--- config.mk ---
export PLATFORM = sky130hd
export DESIGN_NAME = cordic_fix2float
export DESIGN_NICKNAME = d
export VERILOG_FILES = /design/src/rtl/cordic_fix2float.sv
export SDC_FILE = /design/constraint.sdc
export NUM_CORES = 1
export LEC_CHECK = 0
export BUFFER_PORTS_ARGS = -buffer_cell sky130_fd_sc_hd__buf_2
export CAP_MARGIN = 10
export CORE_MARGIN = 5
export CORE_UTILIZATION = 30
export CTS_BUF_LIST = sky130_fd_sc_hd__clkbuf_4
export CTS_CLUSTER_SIZE = 28
export DETAILED_ROUTE_END_ITERATION = 8
export PLACE_DENSITY_LB_ADDON = 0.3
export SYNTH_ARGS = -nofsm -noshare
export SYNTH_HDL_FRONTEND = slang
export SYNTH_SLANG_ARGS = --single-unit
--- constraint.sdc ---
create_clock -name clk -period 4.6 [get_ports clk]
set_input_delay 0 -clock clk [delete_from_list [all_inputs] [get_ports clk]]
set_output_delay 0 -clock clk [all_outputs]
set_load 0.05 [all_outputs]
--- src/rtl/cordic_fix2float.sv ---
// Sequential signed fixed-point (Q(IN_W-FRAC_BITS).FRAC_BITS) to IEEE-754 single converter.
// Optional round-to-nearest-even in PACK via `define FIX2FLOAT_ROUND_EN; default truncates.
module cordic_fix2float #(
    parameter int IN_W      = 32,
    parameter int FRAC_BITS = 30
) (
    input  logic            clk,
    input  logic            reset_n,
    input  logic            in_valid,
    output logic            in_ready,
    input  logic [IN_W-1:0] in_data,
    output logic            out_valid,
    input  logic            out_ready,
    output logic [31:0]     out_data
);

    typedef enum logic [1:0] {
        S_IDLE,
        S_NORM,
        S_PACK,
        S_HOLD
    } state_e;

    localparam int KW       = $clog2(IN_W);
    localparam int EXP_BIAS = 127 + (IN_W - 1 - FRAC_BITS);
    localparam int EXP_MIN  = EXP_BIAS - (IN_W - 1);
`ifdef FIX2FLOAT_ROUND_EN
    localparam int EXP_MAX  = EXP_BIAS + 1;
    localparam int MIN_W    = 26;
`else
    localparam int EXP_MAX  = EXP_BIAS;
    localparam int MIN_W    = 24;
`endif

    // Every reachable exponent must be a normal float; denormal/inf are never built.
    generate
        if (IN_W < MIN_W || EXP_MIN < 1 || EXP_MAX > 254) begin : g_param_check
            $error("cordic_fix2float: IN_W/FRAC_BITS give exponent outside 1..254 or too few bits");
        end
    endgenerate

    state_e          state_q, state_d;
    logic            sign_q, sign_d;
    logic            zero_q, zero_d;
    logic [IN_W-1:0] mag_q, mag_d;
    logic [KW-1:0]   k_q, k_d;
    logic [31:0]     out_data_q, out_data_d;

    logic [7:0]      exp_w;
    logic [22:0]     mant_w;
    logic [30:0]     body_w;

    // State register.
    // NOTE: sequential state is written with non-blocking assignments only, so every
    // register samples the pre-edge values and simulation matches the synthesised flops.
    always_ff @(posedge clk or negedge reset_n) begin
        if (!reset_n) state_q <= S_IDLE;
        else          state_q <= state_d;
    end

    // Next-state logic.
    always_comb begin
        state_d = state_q;
        unique case (state_q)
            S_IDLE: if (in_valid)                           state_d = S_NORM;
            S_NORM: if (mag_q == '0 || mag_q[IN_W-1])       state_d = S_PACK;
            S_PACK:                                         state_d = S_HOLD;
            S_HOLD: if (out_ready)                          state_d = S_IDLE;
            default:                                        state_d = S_IDLE;
        endcase
    end

    // Output decode: handshake flags follow the registered state directly.
    always_comb begin
        in_ready  = (state_q == S_IDLE);
        out_valid = (state_q == S_HOLD);
        out_data  = out_data_q;
    end

    // Field assembly: k counts the left shifts applied, so it lowers the exponent.
    always_comb begin
        exp_w  = 8'(EXP_BIAS - int'(k_q));
        mant_w = mag_q[IN_W-2 -: 23];
`ifdef FIX2FLOAT_ROUND_EN
        begin
            logic guard_w, sticky_w, round_up_w;
            guard_w    = mag_q[IN_W-25];
            sticky_w   = |mag_q[IN_W-26:0];
            round_up_w = guard_w && (sticky_w || mant_w[0]);
            // A carry out of the mantissa ripples into the exponent field by construction.
            body_w     = {exp_w, mant_w} + 31'(round_up_w);
        end
`else
        body_w = {exp_w, mant_w};
`endif
    end

    // Datapath next-state.
    // NOTE: every variable gets its hold value first, so no path through the case
    // leaves one unassigned and no latch is inferred.
    always_comb begin
        sign_d     = sign_q;
        zero_d     = zero_q;
        mag_d      = mag_q;
        k_d        = k_q;
        out_data_d = out_data_q;
        unique case (state_q)
            S_IDLE: begin
                if (in_valid) begin
                    sign_d = in_data[IN_W-1];
                    // Most-negative input wraps to 1<<(IN_W-1), which is its true magnitude.
                    mag_d  = in_data[IN_W-1] ? (~in_data) + IN_W'(1) : in_data;
                    k_d    = '0;
                    zero_d = 1'b0;
                end
            end
            S_NORM: begin
                if (mag_q == '0) begin
                    zero_d = 1'b1;
                end else if (!mag_q[IN_W-1]) begin
                    mag_d = mag_q << 1;
                    k_d   = k_q + KW'(1);
                end
            end
            S_PACK: begin
                out_data_d = zero_q ? 32'h0000_0000 : {sign_q, body_w};
            end
            default: ;
        endcase
    end

    // NOTE: the reset clears every datapath register so an aborted conversion
    // leaves nothing behind and out_data reads zero straight out of reset.
    always_ff @(posedge clk or negedge reset_n) begin
        if (!reset_n) begin
            sign_q     <= 1'b0;
            zero_q     <= 1'b0;
            mag_q      <= '0;
            k_q        <= '0;
            out_data_q <= '0;
        end else begin
            sign_q     <= sign_d;
            zero_q     <= zero_d;
            mag_q      <= mag_d;
            k_q        <= k_d;
            out_data_q <= out_data_d;
        end
    end

endmodule

* After elaboration in Yosys (flattened, before gate mapping)
Index checks and enable logic that the tools add are counted.
** Storage, ports and cells
- Flip-flop bits (word level) :: 73
- Bits of input ports :: 36
- Output and inout bits :: 34
- Logic and storage cells :: 46
** Operators by class
- Bitwise logic cells :: 1
- Eq/ne operators :: 9
- Reductions and logical operators :: 9
- $add $sub $neg :: 3
- Muxes and demuxes :: 17
** Operator list (count)
- 32-bit two-way mux :: 5
- 32-bit one-hot mux with 2 select lines :: 1
- 32-bit by 1-bit adder with 32-bit output (second input constant) :: 1
- 32-bit zero test :: 1
- 32-bit NOT :: 1
- 5-bit two-way mux :: 3
- 2-bit inequality test (second input constant) :: 5
- 5-bit one-hot mux with 2 select lines :: 1
- 3-bit AND reduction :: 3
- 2-bit one-hot mux with 4 select lines :: 1
- 8-bit by 5-bit subtractor with 8-bit output (first input constant) :: 1
- 2-bit two-way mux :: 3
- 5-bit by 1-bit adder with 5-bit output (second input constant) :: 1
- 2-bit == test (second input constant) :: 2
- 4-bit AND reduction :: 1
- 2-bit by 1-bit == test with 1-bit output (second input constant) :: 1
- 2-bit zero test :: 1
- 1-bit two-way mux :: 2
- 2-bit by 1-bit inequality test with 1-bit output (second input constant) :: 1
- 1-bit one-hot mux with 2 select lines :: 1
- 2-bit AND reduction :: 1
- 2-bit nonzero test :: 1
- 1-bit logical OR :: 1

* Logic depth before layout (Yosys ltp)
- Depth in word-level cells :: 5
- Mapped depth :: 10
- Gate-level depth less buffers :: 8

* Worst setup path before layout
OpenSTA, ideal clock, no wires.
- Kind :: reg2reg
- Start point :: register state_q[0]
- End point :: register mag_q[10]
- Data arrival time :: 2.633 ns
- Data required time :: 4.475 ns
- Stages on the path, launching flop included :: 10
- Setup time :: 0.125 ns
- Setup slack :: 1.843 ns
- Period minus slack after synthesis :: 2.757 ns
- Cell sequence :: dfrtp_1 > inv_1 > ha_1 > buf_2 > nor2b_1 > nor2_1 > inv_1 > o21ai_0 > buf_2 > mux2_2
** Between the ends
- Cells in the longest elaborated chain, start to end :: 3
- Elaborated cells between the ends (all ways) :: 8
- Those cells by class :: eq/ne (4); mux (1); reduce/logical (3)
** RTL lines
- from (decl) :: RTL line 42 : state_e state_q, state_d;
- from (signal assigned) :: RTL line 58 : else state_q <= state_d;
- 2-bit zero test *
- named net in_ready :: RTL line 10 : output logic in_ready,
- 2-bit inequality test (no source line) or 2-bit nonzero test (tied branches)
- 4-bit AND reduction (no source line)
- to (signal assigned) :: RTL line 144 : mag_q <= mag_d;
- to (decl) :: RTL line 45 : logic [IN_W-1:0] mag_q, mag_d;
Mark *: on every way through the listed nets, which the timed path passes. The rest lies on a longest branch.
A chain may end at the register's enable or synchronous reset.

* Final worst setup path
- Start point :: register state_q[1]
- End point :: register mag_q[10]
** Between the ends
- Cells in the longest elaborated chain, start to end :: 3
- Elaborated cells between the ends (all ways) :: 8
- Those cells by class :: eq/ne (4); mux (1); reduce/logical (3)
** RTL lines
- 2-bit by 1-bit == test with 1-bit output or 2-bit zero test (tied branches) :: RTL line 107 : unique case (state_q)
- 2-bit inequality test (no source line) or 2-bit nonzero test (tied branches)
- 4-bit AND reduction (no source line)
Several ways; a longest one is shown, not always the timed one.

==> reports/qor.yml <==
pwr:
  p_switching_w: 0.00166
  p_comb_share_pct: 50.2
  p_clk_share_pct: 13.8
  switching_share_pct: 49.4
  power.density_mw_per_mm2: 679
  irDropWorstVdd_mv: 0.225
  seqPwrFrac_pct: 36.1
  p_total_w: 0.00337
  p_int_w: 0.00171
  p_leak_nw: 2.12
timing:
  slew_violations: 0
  fin_worst_skew_ps: 15.1
  worst_pin_slew_ps: 1010
  hold_viol: 0
  tns_ps: 0
  rsz0062_at_grt: "false"
  setup_viol: 0
  slew-limit-headroom_pct: 32.3
  post-route-period-util_pct: 69.6
  period_needed_ps: 3200
  max_freq_mhz: 312
finish:
  insertedDiodeCount: 0
  final_common_cell: "dfrtp_1"
  area_growth_pct: 21.4
  nets: 554
  fillers: 1359
  drive_gt1_share_pct: 20.2
  most-common-layout-cells: "dfrtp_1, buf_2, nand2_1"
outcome:
  run_status: "completed"
setup_path:
  cp_max_fo: 19
  endpoint_kind: "flip-flop"
  crit_path_frequent_cell: "inv_1"
  cp.required_ps: 4940
  cpPeakStageDelay_ps: 590
  cp_num_buf_inv: 3
  crit_type: "reg -> reg"
  worst_setup_path_start_kind: "flip-flop"
  worstPathArrival_ps: 3540
  crit_family: "simple AND/OR/NAND/NOR gates"
  cp_slowest_cell: "ha_1"
  crit_chain: "inv_1 -> ha_1 -> nand2b_1 -> nor2_1 -> inv_1 -> o21ai_2 -> buf_4 -> mux2_2"
synthesis:
  synth-seq-area-share_pct: 44.7
  syn-num-nets: 474
  async_flop_share_pct: 100
  ys.flop_type: "dfrtp_1"
  synth_area_sq_mm: 0.00408
  yosysWarnings: 0
  syn_avg_cell_area_sq_um: 9.48
  ys_seq_elements: 73
  synth_edf_count: 0
  synth.distinct_cells: 51
  netlist_instances: 431
clock_network:
  insertion_delay_ps: 450
  numClockSinks: 73
  h-tree-depth: 3
  cts_max_path_buffers: 2
  clkTransAtPathRegs_ps: 120
  cts_tree: "yes"
  cts_resized: 0
  cts_buffers: 9
  cts.root.buffer_cell: "clkbuf_4"
global_routing:
  grt_usage_pct: 15.1
  grt.overflow.total: 0
  grt_max_degree: 64
  antenna_found_initial: 0
  grt_pass1_vias: 3620
  grt_pass1_wl_microns: 19300
floorplan:
  initial_core_util_pct: 30.7
  coreArea_sq_mm: 0.0133
  std_cell_rows: 42
  die_w_microns: 127
  die_area_sq_mm: 0.0160
  die_y_microns: 127
  io_pins: 70
detailed_routing:
  via_per_inst: 5.27
  vias: 3649
  dr.pass1.iters: 5
  drt_wl_total_microns: 12000
  drc_errors: 0
  first_iter_violations: 247
  antenna_left: 0
  wl_per_cell_microns: 17.3
placement:
  io_buffers: 69
  post-dp-hpwl_microns: 8840
  gp_congestion: 0.863
flow_run:
  cap_violations: 0
worst_hold_path:
  hold_class: "in -> reg"
[Yosys cell counts (7+ instances only)]
cell type | count | area (sq um)
xor2_1 | 18 | 158
dfrtp_1 | 73 | 1830
o31ai_1 | 8 | 60.1
nand2_1 | 49 | 184
inv_1 | 11 | 41.3
o2bb2ai_1 | 23 | 201
nor4_1 | 10 | 62.6
ha_1 | 7 | 87.6
a22oi_1 | 21 | 158
clkbuf_1 | 14 | 52.6
a21oi_1 | 20 | 100
nor2_1 | 34 | 128
nand2b_1 | 8 | 50.1
buf_2 | 8 | 40.0
o21ai_0 | 33 | 165
xnor2_1 | 13 | 114
[metrics by stage]
stage               cells  setup WS [ps]  instance area, sq um  hold WS, ps  utilization, %
finish                692           1400                  4960         41.4            37.3
global route          692           1140                  4960         29.6            37.3
CTS                   691           1430                  4950         7.50            37.2
detailed placement    653           1440                  4560         -115            34.3
global placement      653           1570                  4560         -120            34.3
floorplan             431           1840                  4080         -296               -
[per-layer routing]
metal,global-route usage (%),wire length [microns],vias up
met1,20.3,5460,1759
met4,5.36,217,0
li1,-,-,1742
met2,23.5,5550,131
met5,0,0,-
met3,3.99,737,17
[cells by family after synthesis]
| kind of cell | share of synthesized area, % |
|---|---|
| AO/OA/AOI/OAI | 24.0 |
| AND/OR/NAND/NOR | 16.1 |
| flip-flops | 44.7 |
| buffers and inverters | 4.01 |
| XOR/XNOR | 6.65 |
| multiplexers | 2.39 |
| adder cells (fa/ha/maj) | 2.14 |
[timing repair]
action / CTS / global route
hold buffers: 22 / 1
setup buffers: 0 / 0
hold endpoints to repair: 77 / 1
[area by class of cell]
| type | count | area (sq um) | area share, % |
|---|---|---|---|
| multi-input combinational | 319 | 2100 | 42.3 |
| sequential | 73 | 1830 | 36.9 |
| timing repair buffer | 96 | 606 | 12.2 |
| tap | 176 | 220 | 4.44 |
| clock inverter | 7 | 95.1 | 1.92 |
| clock buffer | 9 | 67.6 | 1.36 |
| inverter | 12 | 45.0 | 0.909 |
[path summary, 6_finish.rpt]
check / from / end / slack [ps] / depth (start not counted)
max: state_q[1]$_DFFE_PN0P_ / mag_q[10]$_DFFE_PN0P_ / 1400 / 8
min: out_ready / state_q[0]$_DFFE_PN0P_ / 40 / 3
max reg2reg: state_q[1]$_DFFE_PN0P_ / mag_q[10]$_DFFE_PN0P_ / 1400 / 8
min reg2reg: out_data[2]$_DFFE_PN0P_ / out_data[2]$_DFFE_PN0P_ / 490 / 1
max in group asynchronous: reset_n / out_data[1]$_DFFE_PN0P_ / 3690 / 3
min in group asynchronous: reset_n / mag_q[28]$_DFFE_PN0P_ / 280 / 3
[worst min-delay path, cell delays in order]
cell	delay (ps)
buf_2	80
o22ai_1	80
o32a_1	280
[power by group through the flow]
stage	registers (W)	clock network (W)	logic [W]
after floorplan	0.00156	0	0.000883
after global placement	0.00122	0	0.00165
after detailed placement	0.00123	0	0.00169
after CTS	0.00121	0.000474	0.00171
after global routing	0.00126	0.000505	0.00185
final	0.00121	0.000463	0.00169
[flip-flops by register name (all words and copies together), names as in the netlist]
name / flops
k_q: 5
mag_q: 32
sign_q: 1
state_q: 2
out_data: 32
zero_q: 1
No activity file was read; power rests on OpenSTA's default activity.
